[src/rtl/grant_controller.sv]
// rtl/grant_controller.sv - registered, held, aged one-hot grant around a combinational priority arbiter
module grant_controller #(
   parameter int N          = 8,
   parameter int PRIO_BITS  = 3,
   parameter int SEL_W      = 3,
   parameter int AGE_PERIOD = 4
) (
   input  logic                   clk,
   input  logic                   rst,
   input  logic [N-1:0]           req_i,
   input  logic [N-1:0]           done_i,
   input  logic [N*PRIO_BITS-1:0] base_prio_i,
   output logic [N-1:0]           arb_req_o,
   output logic [N*PRIO_BITS-1:0] arb_prio_o,
   input  logic                   arb_req_i,
   input  logic [SEL_W-1:0]       arb_sel_i,
   output logic [N-1:0]           gnt_o,
   output logic                   gnt_valid_o,
   output logic [SEL_W-1:0]       gnt_sel_o,
   output logic [PRIO_BITS-1:0]   gnt_prio_o
);

   localparam int PW = (AGE_PERIOD > 1) ? $clog2(AGE_PERIOD) : 1;

   typedef enum logic [1:0] {IDLE, GRANT, RELEASE} state_t;

   state_t               state;
   logic [PRIO_BITS-1:0] age  [N];
   logic [PRIO_BITS-1:0] base [N];
   logic [PRIO_BITS-1:0] eff  [N];
   logic [PW-1:0]        presc;
   logic                 tick;
   logic                 take;

   assign tick = (presc == PW'(AGE_PERIOD - 1));
   assign take = (state == IDLE) && arb_req_i;

   // Only offer requests to the arbiter while idle; reset masks them at once
   assign arb_req_o = ((state == IDLE) && !rst) ? req_i : '0;

   // Effective priority = base minus age, floored at zero
   always_comb begin
      arb_prio_o = '0;
      for (int k = 0; k < N; k++) begin
         base[k] = base_prio_i[k*PRIO_BITS +: PRIO_BITS];
         eff[k]  = (base[k] > age[k]) ? (base[k] - age[k]) : '0;
         arb_prio_o[k*PRIO_BITS +: PRIO_BITS] = eff[k];
      end
   end

   // Free-running aging prescaler, wraps at AGE_PERIOD-1
   always_ff @(posedge clk or posedge rst) begin
      if (rst) begin
         presc <= '0;
      end else if (tick) begin
         presc <= '0;
      end else begin
         presc <= presc + PW'(1);
      end
   end

   // Age waiting requesters on each tick; clear on grant or when the request drops
   always_ff @(posedge clk or posedge rst) begin
      if (rst) begin
         for (int k = 0; k < N; k++) age[k] <= '0;
      end else begin
         for (int k = 0; k < N; k++) begin
            if (!req_i[k] || (take && (arb_sel_i == SEL_W'(k)))) begin
               age[k] <= '0;
            end else if (tick && !(gnt_valid_o && (gnt_sel_o == SEL_W'(k)))
                         && (age[k] < base[k])) begin
               age[k] <= age[k] + PRIO_BITS'(1);
            end
         end
      end
   end

   // Grant FSM: capture the arbiter winner, hold until release, then one dead cycle
   always_ff @(posedge clk or posedge rst) begin
      if (rst) begin
         state       <= IDLE;
         gnt_o       <= '0;
         gnt_valid_o <= 1'b0;
         gnt_sel_o   <= '0;
         gnt_prio_o  <= '0;
      end else begin
         case (state)
            IDLE: begin
               if (arb_req_i) begin
                  gnt_o       <= N'(1) << arb_sel_i;
                  gnt_sel_o   <= arb_sel_i;
                  gnt_prio_o  <= eff[arb_sel_i];
                  gnt_valid_o <= 1'b1;
                  state       <= GRANT;
               end
            end
            GRANT: begin
               if (done_i[gnt_sel_o] || !req_i[gnt_sel_o]) begin
                  gnt_o       <= '0;
                  gnt_valid_o <= 1'b0;
                  state       <= RELEASE;
               end
            end
            RELEASE: begin
               state <= IDLE;
            end
            default: begin
               state <= IDLE;
            end
         endcase
      end
   end

endmodule

[config.mk]
export PLATFORM = sky130hd
export DESIGN_NAME = grant_controller
export DESIGN_NICKNAME = d
export VERILOG_FILES = /design/src/rtl/grant_controller.sv
export SDC_FILE = /design/constraint.sdc
export NUM_CORES = 1
export LEC_CHECK = 0
export CORE_MARGIN = 2
export CORE_UTILIZATION = 53
export CTS_BUF_LIST = sky130_fd_sc_hd__clkbuf_16
export CTS_CLUSTER_SIZE = 10
export DETAILED_ROUTE_END_ITERATION = 6
export PLACE_DENSITY = 0.95
export SYNTH_ARGS = -nofsm -noshare
export SYNTH_HDL_FRONTEND = slang
export SYNTH_SLANG_ARGS = --single-unit
export TNS_END_PERCENT = 50
[constraint.sdc]
create_clock -name clk -period 4.6 [get_ports clk]
set_input_delay 0.69 -clock clk [delete_from_list [all_inputs] [get_ports clk]]
set_output_delay 0.69 -clock clk [all_outputs]
set_load 0.05 [all_outputs]
== Word-level counts from Yosys, hierarchy flattened ==
Index checks and enable logic that the tools add are counted.

* Reductions and logical operators: 76
* Shifts and indexed selects: 1
* Equal/unequal tests: 18
* Bitwise operators: 1
* $add $sub $neg: 17
* Mux-type cells: 42
* Order comparisons: 18

{| class="wikitable"
|+ Operators by type and width
! cell !! count
|-
| 2-to-1 mux 3 bit || 26
|-
| logical AND 1 bit || 34
|-
| adder 3 x 1 -> 3 bit (second input constant) || 8
|-
| == test 3 bit (second input constant) || 8
|-
| greater-than comparator 3 bit || 8
|-
| less-than comparator 3 bit || 8
|-
| 2-to-1 mux 8 bit || 3
|-
| subtractor 3 bit || 8
|-
| logical NOT 1 bit || 18
|-
| nonzero test 2 bit || 9
|-
| one-hot mux 8 bit (2 select lines) || 1
|-
| == test 3 x 2 -> 1 bit (second input constant) || 4
|-
| binary-select mux 3 bit (select 3 bit) || 1
|-
| logical OR 1 bit || 9
|-
| << shifter 1 x 3 -> 8 bit (first input constant) || 1
|-
| binary-select mux 1 bit (select 3 bit) || 2
|-
| == test 3 x 1 -> 1 bit (second input constant) || 2
|-
| logical NOT 3 bit || 2
|-
| 2-to-1 mux 2 bit || 3
|-
| >= comparator 4 bit (second input constant) || 1
|-
| less-than comparator 3 x 4 -> 1 bit (second input constant) || 1
|-
| 2-to-1 mux 1 bit || 4
|-
| != test 2 bit (second input constant) || 2
|-
| inverter 3 -> 4 bit || 1
|-
| other kinds (8) || 9
|}

* Register bits: 43
* Input bits: 46
* Logic and storage cells: 187
* Output and inout bits: 47

== Logic depth before layout (Yosys ltp) ==
* Depth after elaboration: 7
* Mapped depth: 8
* Gate-level depth less buffers: 8

== Worst setup path before layout ==
OpenSTA, ideal clock, no wires.

* Kind: in2out
* Start: input base_prio_i[0]
* End: output arb_prio_o[1]
* Cell stages on the path: 4
* Data required time: 3,910 ps
* Slack: 1,366 ps
* Arrival time: 2,544 ps
* Path buffers: 0
* Cell sequence: inv_1 ha_1 fa_1 a211oi_1

* Longest elaborated chain between the ends: 2
* Elaborated cells on any way between the ends: 3
* Those cells by class: add/sub: 1; order compare: 1; mux: 1

{| class="wikitable"
|+ Ends and longest elaborated chain
! what !! line !! source
|-
| start, declared || 12 || <nowiki>input logic [N*PRIO_BITS-1:0] base_prio_i,</nowiki>
|-
| subtractor 3 bit / greater-than comparator 3 bit (equally long branches) || 46 || <nowiki>eff[k] = (base[k] > age[k]) ? (base[k] - age[k]) : '0;</nowiki>
|-
| 2-to-1 mux 3 bit * || 46 ||
|-
| end, declared || 14 || <nowiki>output logic [N*PRIO_BITS-1:0] arb_prio_o,</nowiki>
|}

Every way passes the cells marked *; elsewhere a longest branch is shown, timed or not.

== Worst setup path after layout ==
* Start: input base_prio_i[9]
* End: output arb_prio_o[10]

The elaborated chain is that of the path after synthesis.

==> metrics.cfg <==
[clock_tree]
cts_max_path_buffers=2
cts_max_level=2
numCtsBuffers=5
cts_setup_buffers=0
cts_tree=yes
cts_sinks=43
clk_pin_slew_ns=0.06
cts_hold_buf=0
clock_latency_ns=0.28
clockRootBuffer=clkbuf_16
post_cts_resized=0

[detailed_routing]
dr.pass1.iters=6
vias_per_cell=5.96
wl_per_cell_um=17.5
postRouteAntennaNets=0
drt-total-wl_mm=9.43
route.detailed.drc=0
drt_iter0_markers=244
via_count=3212

[finish]
num_antenna_cells=0
utilization_pct=74.3
nNetsFinal=550
stdcell_area_mm2=0.00445
areaGrowthSynthToFinish_pct=34.6
drive_gt1_share_pct=3.66
fill_cells=427

[worst_setup_path]
required_ns=3.91
critical_path_peak_fanout=2
rr_worst_depth=4
criticalPathCategory=in -> out
reg2reg_from=gnt_sel_o[1]
start_kind=primary input
timing.rr.end=gnt_o[4]
end_kind=primary output
reg2reg_setup_slack_ns=2.52
cp_data_arrival_time_ns=3.08

[logic_synthesis]
synth_area_mm2=0.00331
mappedNetlistNets=454
synth_ff_type=dfrtp_1
seq_area_frac_synth_pct=32.6
postSynthCellCount=367
syn_avg_cell_area_um2=9.01
synth_edf_count=0
synth_async_sr_flop_share_pct=100
ys_types=49
yosysWarnings=0
ys_seq_elements=43

[flow_run]
drv_cap=0

[placed_design]
dp_hpwl_mm=7.38
gp_congestion=0.879
place_ws_ns=0.861
placed_cell_area_mm2=0.00431
portBuffers=92

[floorplan]
num_rows=28
pin_count=93
dieArea_mm2=0.00688
die_x_um=83.0
start_util_pct=55.2
die_h_um=83.0
core_mm2=0.00599

[timing]
drv_slew=0
layout_setup_ws_ns=0.826
tightest_slew_ns=0.570
timing.fmax_ghz=0.265
hold_violations=0
skew_ns=0.00237
relSlewSlack_pct=61.9
layout_min_cycle_time_ns=3.77
rsz0062_at_grt=false
setup_viol=0
period_share_pct=82.0
fin_setup_tns_ns=0

[hold_path]
hold_path.class=reg -> reg
hold_depth=1
min_to=presc[1]
hp-start=presc[1]

[global_routing]
grt_pass1_vias=3322
grt_first_pass_wirelength_mm=15.6
grt_max_degree=44
antenna_found_initial=0
grt.total_usage_pct=27.7
overflow=0

[pwr]
powerDensity_mw_per_mm2=397
p_leak_uw=0.00201
ir_drop_uv=329

[outcome]
status=complete, no violations

## sequential cells by signal, indices dropped and copies added, names as in the netlist
| register | cells |
|---|---|
| age | 24 |
| gnt_o | 8 |
| gnt_prio_o | 3 |
| gnt_sel_o | 3 |
| presc | 2 |
| state | 2 |
| gnt_valid_o | 1 |
## cell usage in the layout (no fill, tap or decap), types with 4 or more instances in the layout
master | synthesis | routed
and2_1 | 13 | 13
nand3_1 | 5 | 5
fa_1 | 8 | 8
nor2_1 | 39 | 39
a21o_1 | 5 | 5
a32o_1 | 4 | 4
and3_1 | 4 | 4
clkbuf_16 | 0 | 5
nand2_1 | 26 | 26
o32a_1 | 4 | 4
ha_1 | 33 | 33
inv_1 | 43 | 44
nand2b_1 | 9 | 9
xnor2_1 | 19 | 19
xor2_1 | 5 | 5
dfrtp_1 | 43 | 43
clkdlybuf4s50_1 | 0 | 92
nand3b_1 | 8 | 8
o21ai_0 | 12 | 12
a21oi_1 | 27 | 27
nor3_1 | 12 | 12
## cell usage after synthesis (5+ instances only)
cell,count,area (µm²)
a21o_1,5,37.5
a21oi_1,27,135
and2_1,13,81.3
dfrtp_1,43,1080
fa_1,8,160
ha_1,33,413
inv_1,43,161
nand2_1,26,97.6
nand2b_1,9,56.3
nand3_1,5,25.0
nand3b_1,8,60.1
nor2_1,39,146
nor3_1,12,60.1
o21ai_0,12,60.1
xnor2_1,19,166
xor2_1,5,43.8
## layer usage
layer	vias to the layer above	part of all wire (%)	GRT usage [%]
met5	-	0	0
li1	1470	-	-
met1	1555	39	31.9
met3	32	6.3	5.96
met2	155	52	49.9
met4	0	3.1	11.0
## area by class of cell
class / instances / area (µm²) / share of cell area (%)
clock inverter: 3 / 16.3 / 0.365
clock buffer: 5 / 125 / 2.81
inverter: 43 / 161 / 3.63
sequential: 43 / 1080 / 24.2
timing repair buffer: 94 / 936 / 21.0
tap: 75 / 93.8 / 2.11
multi-input combinational: 276 / 2040 / 45.9
## worst max-delay path, stage by stage
cell             delay, ns
clkdlybuf4s50_1       0.46
inv_1                 0.04
ha_1                  0.21
fa_1                  0.43
a31o_2                0.22
a21oi_1               0.19
clkdlybuf4s50_1       0.85
## worst max-delay path by stage
stage | from | to | slack, ns | cells past startpoint
2_1_floorplan | base_prio_i[0] | arb_prio_o[1] | 1.37 | 4
3_3_place_gp | base_prio_i[6] | arb_prio_o[7] | 0.89 | 6
3_5_place_dp | base_prio_i[6] | arb_prio_o[7] | 0.86 | 6
4_1_cts | base_prio_i[6] | arb_prio_o[7] | 0.86 | 6
5_1_grt | base_prio_i[9] | arb_prio_o[10] | 0.73 | 7
6_report | base_prio_i[9] | arb_prio_o[10] | 0.83 | 7
## metrics by stage
stage | std cells | total power, µW | hold WS [ns]
6_report | 539 | 1770 | 0.481
4_1_cts | 539 | 1760 | 0.473
3_5_place_dp | 531 | 1410 | 0.427
3_3_place_gp | 531 | 1390 | 0.415
2_1_floorplan | 367 | 1100 | 0.403
5_1_grt | 539 | 1840 | 0.481
## logic make-up (layout without fill, tap and decap cells)
family                     count (synthesis)  after routing  synth area share (%)
AOI/OAI and AO/OA                         75             75                  15.3
xor gates and xnor gates                  24             24                  6.36
adders and majority gates                 41             41                  17.3
buffers and inverters                     48            145                  5.68
DFF                                       43             43                  32.6
muxes                                      5              5                  2.27
and+or+nand+nor                          131            131                  20.6
## power breakdown
group | total (µW) | switching (µW) | internal (µW)
combinational | 903 | 585 | 318
sequential | 517 | 78.6 | 438
clock | 346 | 147 | 198
total | 1770 | 811 | 955
(Power assumes the default switching activity.)
